File: src/rtl/dat_mem_requester.sv
// DAT memory requester: round-robin arbitration of CSR half-word accesses and
// controller full-entry reads onto a single-outstanding 64-bit memory port.
module dat_mem_requester #(
  parameter int unsigned DatAw         = 7,
  parameter int unsigned Depth         = 128,
  parameter int unsigned TimeoutCycles = 15
) (
  input  logic             clk_i,
  input  logic             rst_i,
  input  logic             csr_req_valid_i,
  output logic             csr_req_ready_o,
  input  logic             csr_req_write_i,
  input  logic [DatAw:0]   csr_req_addr_i,
  input  logic [31:0]      csr_req_wdata_i,
  output logic             csr_rsp_valid_o,
  input  logic             csr_rsp_ready_i,
  output logic [31:0]      csr_rsp_rdata_o,
  output logic             csr_rsp_error_o,
  input  logic             ctrl_req_valid_i,
  output logic             ctrl_req_ready_o,
  input  logic [DatAw-1:0] ctrl_req_idx_i,
  output logic             ctrl_rsp_valid_o,
  output logic [63:0]      ctrl_rsp_entry_o,
  output logic             ctrl_rsp_error_o,
  output logic             mem_req_o,
  output logic             mem_write_o,
  output logic [DatAw-1:0] mem_addr_o,
  output logic [63:0]      mem_wdata_o,
  output logic [63:0]      mem_wmask_o,
  input  logic [63:0]      mem_rdata_i,
  input  logic             mem_rvalid_i,
  input  logic [1:0]       mem_rerror_i
);

  localparam int unsigned CntW  = 8;
  localparam int unsigned HalfW = 32;

  typedef enum logic [1:0] {
    IDLE    = 2'd0,
    RD_WAIT = 2'd1,
    CSR_RSP = 2'd2
  } state_e;

  state_e          state_q, state_d;
  logic [CntW-1:0] cnt_q;
  logic            last_ctrl_q;
  logic            owner_csr_q;
  logic            half_q;

  logic [DatAw-1:0] csr_idx;
  logic             csr_in_range, ctrl_in_range;
  logic             idle, grant_ctrl, grant_csr, csr_wr_ok, csr_rd_ok;
  logic             rd_timeout, rd_done, rd_err;
  logic [63:0]      rd_data;

  // Request decode and arbitration; ties go to whoever was not granted last.
  assign csr_idx       = csr_req_addr_i[DatAw:1];
  assign csr_in_range  = 32'(csr_idx) < Depth;
  assign ctrl_in_range = 32'(ctrl_req_idx_i) < Depth;
  assign idle          = (state_q == IDLE) && !rst_i;
  assign grant_ctrl    = idle && ctrl_req_valid_i && (!csr_req_valid_i || !last_ctrl_q);
  assign grant_csr     = idle && csr_req_valid_i && !grant_ctrl;
  assign csr_wr_ok     = csr_in_range && csr_req_write_i;
  assign csr_rd_ok     = csr_in_range && !csr_req_write_i;

  // Read completion: data beats the timeout when both land on the last wait cycle.
  assign rd_timeout = (state_q == RD_WAIT) && !mem_rvalid_i &&
                      (cnt_q == CntW'(TimeoutCycles - 1));
  assign rd_done    = (state_q == RD_WAIT) && (mem_rvalid_i || rd_timeout);
  assign rd_err     = rd_timeout || (|mem_rerror_i);
  assign rd_data    = rd_timeout ? 64'h0 : mem_rdata_i;

  assign csr_rsp_valid_o = (state_q == CSR_RSP);

  always_ff @(posedge clk_i) begin
    if (rst_i) state_q <= IDLE;
    else       state_q <= state_d;
  end

  always_comb begin
    state_d = state_q;
    case (state_q)
      IDLE: begin
        if (grant_ctrl)     state_d = ctrl_in_range ? RD_WAIT : IDLE;
        else if (grant_csr) state_d = csr_rd_ok ? RD_WAIT : CSR_RSP;
      end
      RD_WAIT: if (rd_done) state_d = owner_csr_q ? CSR_RSP : IDLE;
      CSR_RSP: if (csr_rsp_ready_i) state_d = IDLE;
      default: state_d = IDLE;
    endcase
  end

  // Handshake and memory request strobes, valid only on the accept cycle.
  always_comb begin
    csr_req_ready_o  = 1'b0;
    ctrl_req_ready_o = 1'b0;
    mem_req_o        = 1'b0;
    mem_write_o      = 1'b0;
    mem_addr_o       = '0;
    mem_wdata_o      = '0;
    mem_wmask_o      = '0;
    if (grant_ctrl) begin
      ctrl_req_ready_o = 1'b1;
      mem_req_o        = ctrl_in_range;
      mem_addr_o       = ctrl_req_idx_i;
    end else if (grant_csr) begin
      csr_req_ready_o = 1'b1;
      mem_req_o       = csr_in_range;
      mem_write_o     = csr_wr_ok;
      mem_addr_o      = csr_idx;
      if (csr_wr_ok) begin
        mem_wdata_o = {csr_req_wdata_i, csr_req_wdata_i};
        mem_wmask_o = csr_req_addr_i[0] ? {{HalfW{1'b1}}, {HalfW{1'b0}}}
                                        : {{HalfW{1'b0}}, {HalfW{1'b1}}};
      end
    end
  end

  // Transaction context, wait counter and registered responses.
  always_ff @(posedge clk_i) begin
    if (rst_i) begin
      cnt_q            <= '0;
      last_ctrl_q      <= 1'b0;
      owner_csr_q      <= 1'b0;
      half_q           <= 1'b0;
      ctrl_rsp_valid_o <= 1'b0;
      ctrl_rsp_entry_o <= '0;
      ctrl_rsp_error_o <= 1'b0;
      csr_rsp_rdata_o  <= '0;
      csr_rsp_error_o  <= 1'b0;
    end else begin
      ctrl_rsp_valid_o <= 1'b0;
      if (grant_ctrl || grant_csr) begin
        last_ctrl_q <= grant_ctrl;
        owner_csr_q <= grant_csr;
        half_q      <= csr_req_addr_i[0];
        cnt_q       <= '0;
      end
      if (grant_ctrl && !ctrl_in_range) begin
        ctrl_rsp_valid_o <= 1'b1;
        ctrl_rsp_entry_o <= '0;
        ctrl_rsp_error_o <= 1'b1;
      end
      if (grant_csr && !csr_rd_ok) begin
        csr_rsp_rdata_o <= '0;
        csr_rsp_error_o <= !csr_in_range;
      end
      if (state_q == RD_WAIT) begin
        if (!rd_done) begin
          cnt_q <= cnt_q + CntW'(1);
        end else if (owner_csr_q) begin
          csr_rsp_rdata_o <= half_q ? rd_data[2*HalfW-1:HalfW] : rd_data[HalfW-1:0];
          csr_rsp_error_o <= rd_err;
        end else begin
          ctrl_rsp_valid_o <= 1'b1;
          ctrl_rsp_entry_o <= rd_data;
          ctrl_rsp_error_o <= rd_err;
        end
      end
    end
  end

endmodule

File: config.mk
export PLATFORM = sky130hd
export DESIGN_NAME = dat_mem_requester
export DESIGN_NICKNAME = d
export VERILOG_FILES = /design/src/rtl/dat_mem_requester.sv
export SDC_FILE = /design/constraint.sdc
export NUM_CORES = 1
export LEC_CHECK = 0
export BUFFER_PORTS_ARGS = -buffer_cell sky130_fd_sc_hd__buf_2
export CAP_MARGIN = 20
export CORE_AREA = 10 10 133 135
export CTS_BUF_LIST = sky130_fd_sc_hd__clkbuf_4 sky130_fd_sc_hd__clkbuf_8
export DETAILED_ROUTE_END_ITERATION = 16
export DIE_AREA = 0 0 143 145
export PLACE_DENSITY = 0.72
export RECOVER_POWER = 25
export SLEW_MARGIN = 20
export SYNTH_ARGS = -nofsm -noshare
export SYNTH_HDL_FRONTEND = slang
export SYNTH_SLANG_ARGS = --single-unit
File: constraint.sdc
create_clock -name clk_i -period 5.5 [get_ports clk_i]
set_clock_uncertainty 0.1 [all_clocks]
set_input_delay 1.1 -clock clk_i [delete_from_list [all_inputs] [get_ports clk_i]]
set_output_delay 1.1 -clock clk_i [all_outputs]
set_load 0.02 [all_outputs]
Yosys cells after proc, flatten, opt, wreduce, memory -nomap -nowiden. Cells that the tools add are included. Widths: inputs -> output; s select.

Memories kept: 0. Memory bits (read-only): 0. Memory bits (writable): 0. Bits in registers: 112. Input bits: 120. Bits in latches: 0.

Bitwise operators: 3. $add $sub $neg: 1. $mul: 0. Reductions and logical operators: 23. Magnitude comparators: 0. Multiplexer cells: 36. Equal/unequal tests: 6. Shift operators: 0. Divide/modulo/power cells: 0.

Operator list (count): $mux 64 (8); $mux 32 (5); $mux 8 (3); $mux 7 (2); $mux 2 (6); $mux 1 (11); $logic_and 1x1->1 (9); $add 8x1->8 const B (1); $eq 8x4->1 const B (1); $pmux 2 s3 (1); $reduce_and 3->1 (2); $logic_not 1->1 (5); $logic_or 1x1->1 (4); $ne 3x3->1 const B (1); $not 1->1 (3); $reduce_or 3->1 (1); $eq 2x1->1 const B (1); $eq 2x2->1 const B (1); $logic_not 2->1 (1); $ne 2x1->1 const B (1); $ne 2x2->1 const B (1); $reduce_or 2->1 (1).

Logic depth before layout (Yosys ltp).
Depth in word-level cells: 11. Mapped depth: 8. Mapped depth without buffers: 6.

Worst setup path before layout. OpenSTA, ideal clock, no wires.

Path kind: input port to output port. From: input rst_i. To: output mem_wmask_o[10]. Setup slack: 852 ps. Arrival time: 3448 ps. Buffers on the path: 2. Data required time: 4300 ps. Cell stages on the path: 5. Cell sequence: clkbuf_1 -> nor4b_4 -> nand3_4 -> nor2_1 -> buf_4.

Cells in the longest elaborated chain, start to end: 8. Elaborated cells between the ends (all ways): 9. Those cells by class: mux: 2; reduce/logical: 7.

Ends and longest elaborated chain: start, declared (RTL line 9) `input logic rst_i,`; $logic_not 1->1 * (RTL line 60) `assign idle = (state_q == IDLE) && !rst_i;`; $logic_and 1x1->1 * (RTL line 60); $logic_and 1x1->1 (2 in a row) (RTL line 61) `assign grant_ctrl = idle && ctrl_req_valid_i && (!csr_req_valid_i || !last_ctrl_q);`; $logic_not 1->1 (RTL line 62) `assign grant_csr = idle && csr_req_valid_i && !grant_ctrl;`; $logic_and 1x1->1 (RTL line 62); $mux 64 (RTL line 106) `end else if (grant_csr) begin`; $mux 64 * (RTL line 102) `if (grant_ctrl) begin`; end, declared (RTL line 29) `output logic [63:0] mem_wmask_o,`.

Mark *: on every way between the ends. The rest lies on a longest branch, timed or not.

Worst setup path in the final report.
From: input rst_i. To: output mem_wmask_o[48].

The elaborated chain is that of the path after synthesis.

==> impl_metrics.py <==
metrics = {
    "grt": {
        "antenna_found_initial": 2,
        "grt_max_degree": 79,
        "grt_overflow": 0,
        "first_global_vias": 5114,
        "grt_pass1_wl_mm": 29.5,
        "grt_use_total": 0.177,
    },
    "status": {
        "violations": "max-capacitance violations, max-slew violations",
        "outcome": "finished with violations",
    },
    "timing": {
        "hold_viol_final": 0,
        "fin_ws_ps": 1100,
        "setup-violations-final": 0,
        "rsz0062_at_grt": "false",
        "max_clock_freq_ghz": 0.227,
        "slew_headroom": -0.839,
        "worst_pin_slew_ps": 2760,
        "period_share": 0.800,
        "fin_crit_ps": 4400,
        "slew_violations": 68,
        "tns_ps": 0,
    },
    "clock_tree": {
        "cts_resized": 0,
        "clock_sinks": 112,
        "clk_pin_slew_ps": 110,
        "cts_buffers": 9,
        "cts_tree": "built",
        "cts_max_level": 3,
        "cts_root_buf": "clkbuf_8",
        "worstSkewPairLatency_ps": 380,
        "ctsLongestPathBuffers": 2,
        "postCtsHoldBufs": 0,
        "post_cts.repair.setup_buffers": 0,
    },
    "setup_path": {
        "cp_num_buf_inv": 3,
        "arrival_ps": 3200,
        "crit_family": "simple AND/OR/NAND/NOR gates",
        "critPathKind": "in2out",
        "crit_path_start_kind": "primary input",
        "crit_path_end_kind": "primary output",
        "critPathRequiredTime_ps": 4300,
        "path_max_fanout": 34,
        "cpPeakStageDelay_ps": 630,
        "path_cells": "clkbuf_1 > nor4b_4 > nand3_4 > inv_2 > and2_1 > buf_2",
        "cpMaxStageDelayCell": "and2_1",
    },
    "logic_synthesis": {
        "synthCells": 650,
        "async_flop_share": 0,
        "syn_avg_cell_area_um2": 8.53,
        "synth_edf_count": 0,
        "seq_area_frac_synth": 0.404,
        "yosys_warnings": 0,
        "synth_area_leaders": "dfxtp_1 (40%), buf_4 (13%), a21oi_1 (6.4%), o21ai_0 (6.1%), mux2i_1 (6.0%)",
        "synth_nets": 772,
        "synth_top_area_share": 0.404,
        "yosysTopAreaCell": "dfxtp_1",
        "syn_area_mm2": 0.00555,
        "synth_ff_type": "dfxtp_1",
        "synth_cell_types": 46,
        "ys_seq_elements": 112,
    },
    "layout": {
        "drive_gt1_frac": 0.354,
        "fin_cells": 1078,
        "layout_common_cells": "buf_2 (277), dfxtp_1 (111), clkbuf_1 (82), nand2_1 (72), a21oi_1 (71)",
        "fillers": 1567,
        "layout_commonest_cell": "buf_2",
        "finalNetCount": 1006,
        "syn2layout_area_growth_pct": 22.3,
        "finish.utilization": 0.451,
    },
    "floorplan": {
        "die-area_mm2": 0.0207,
        "start_util": 0.369,
        "fp-row-count": 45,
        "chipHeight_um": 145,
        "die_w_um": 143,
        "core_area_mm2": 0.0150,
        "ioPinCount": 359,
    },
    "pwr": {
        "p_int_mw": 1.12,
        "leakage_nw": 3.10,
        "power_density_mw_per_mm2": 243,
        "ir_worst_vdd_mv": 0.218,
        "power_switching_mw": 0.526,
        "seq_power_share": 0.521,
        "total_power_mw": 1.65,
        "swShare": 0.319,
        "combPwrFrac": 0.187,
        "p_clk_frac": 0.291,
    },
    "placement": {
        "dp.cells": 1061,
        "portBuffers": 358,
        "gp_congestion": 0.796,
        "dp_slack_ps": 1080,
        "dp_hpwl_mm": 14.8,
    },
    "route": {
        "drc_errors": 0,
        "vias": 5270,
        "detail-route-antenna-nets": 0,
        "wl_per_cell_um": 18.3,
        "firstDrtPassIters": 4,
        "routed_via_density": 4.89,
        "wl_mm": 19.7,
        "drt_iter0_markers": 247,
    },
    "flow_run": {
        "cap_violations": 1,
    },
    "worst_hold_path": {
        "holdCritPathClass": "reg2reg",
    },
}
==> worst register-to-register path, stage by stage, from the launching register on <==
cell and delay (ps):
dfxtp_1 380, inv_1 70, ha_1 180, nor3b_2 190, a41oi_4 250, clkbuf_1 1960, o21ai_0 300, a21oi_1 230
==> metrics by stage <==
| stage | instance area [um^2] | hold slack, ps |
|---|---|---|
| 3_5_place_dp | 6700 | 342 |
| 6_report | 6780 | 374 |
| 2_1_floorplan | 5550 | 341 |
| 3_3_place_gp | 6700 | 341 |
| 4_1_cts | 6880 | 375 |
| 5_1_grt | 6780 | 391 |
==> cell type report <==
| type | instances | area (um^2) | share of cell area |
|---|---|---|---|
| clock inverters | 6 | 52.6 | 0.00775 |
| repair buffers | 365 | 1740 | 0.256 |
| multi-input cells | 384 | 2330 | 0.344 |
| well taps | 188 | 235 | 0.0347 |
| inverters | 12 | 45.0 | 0.00664 |
| diodes | 1 | 2.50 | 0.000369 |
| clock buffers | 10 | 131 | 0.0194 |
| flip-flops and latches | 112 | 2240 | 0.331 |
==> per-layer routing <==
metal,vias to the layer above,share of wire,track usage
met5,-,0.00066,0
met4,2,0.015,0.0454
met3,25,0.11,0.0759
met2,227,0.50,0.310
met1,2421,0.38,0.188
li1,2595,-,-
==> logic make-up (layout without fill, tap and decap cells) <==
family          Yosys count  in the layout  share of synthesized area
flops                   112            112                      0.404
fa+ha+maj                 2              2                    0.00451
other cells               0              1                          0
mux                      34             34                     0.0616
buf+inv                 154            393                      0.178
simple gates            156            156                      0.144
compound gates          191            191                      0.206
xor+xnor                  1              1                    0.00158
==> flip-flops by register name, indices dropped and copies added, names as in the netlist <==
| name | cells |
|---|---|
| state_q | 2 |
| last_ctrl_q | 1 |
| csr_rsp_error_o | 1 |
| ctrl_rsp_error_o | 1 |
| half_q | 1 |
| cnt_q | 8 |
| ctrl_rsp_valid_o | 1 |
| owner_csr_q | 1 |
| ctrl_rsp_entry_o | 64 |
| csr_rsp_rdata_o | 32 |
==> Yosys cell counts, types with 3 or more instances <==
master and count:
nand2_1 72, o21ai_0 68, buf_6 5, a31oi_1 4, a211oi_1 3, buf_4 94, nor2_1 11, dfxtp_1 112
nor3_1 4, a21oi_1 71, o2bb2ai_2 3, o21ai_1 4, buf_2 11, nand3_1 15, inv_1 11, mux2i_1 33
and2_1 36, o2bb2ai_1 29, clkbuf_1 29, nand2b_1 3
==> worst paths after layout <==
check,from,slack (ps),depth (start not counted),endpoint
max,rst_i,1100,6,mem_wmask_o[48]
min,csr_rsp_rdata_o[9],370,1,csr_rsp_rdata_o[9]
max reg2reg,cnt_q[0],1770,7,ctrl_rsp_entry_o[35]
min reg2reg,csr_rsp_rdata_o[9],370,1,csr_rsp_rdata_o[9]
==> power groups by stage <==
stage                     Clock, mW  Combinational, mW  Sequential, mW
after floorplan                   0              0.186           0.895
after global placement            0              0.315           0.874
after detailed placement          0              0.317           0.875
after CTS                     0.500              0.318           0.857
after global routing          0.526              0.336           0.862
final                         0.479              0.308           0.858
(Power assumes the default switching activity.)
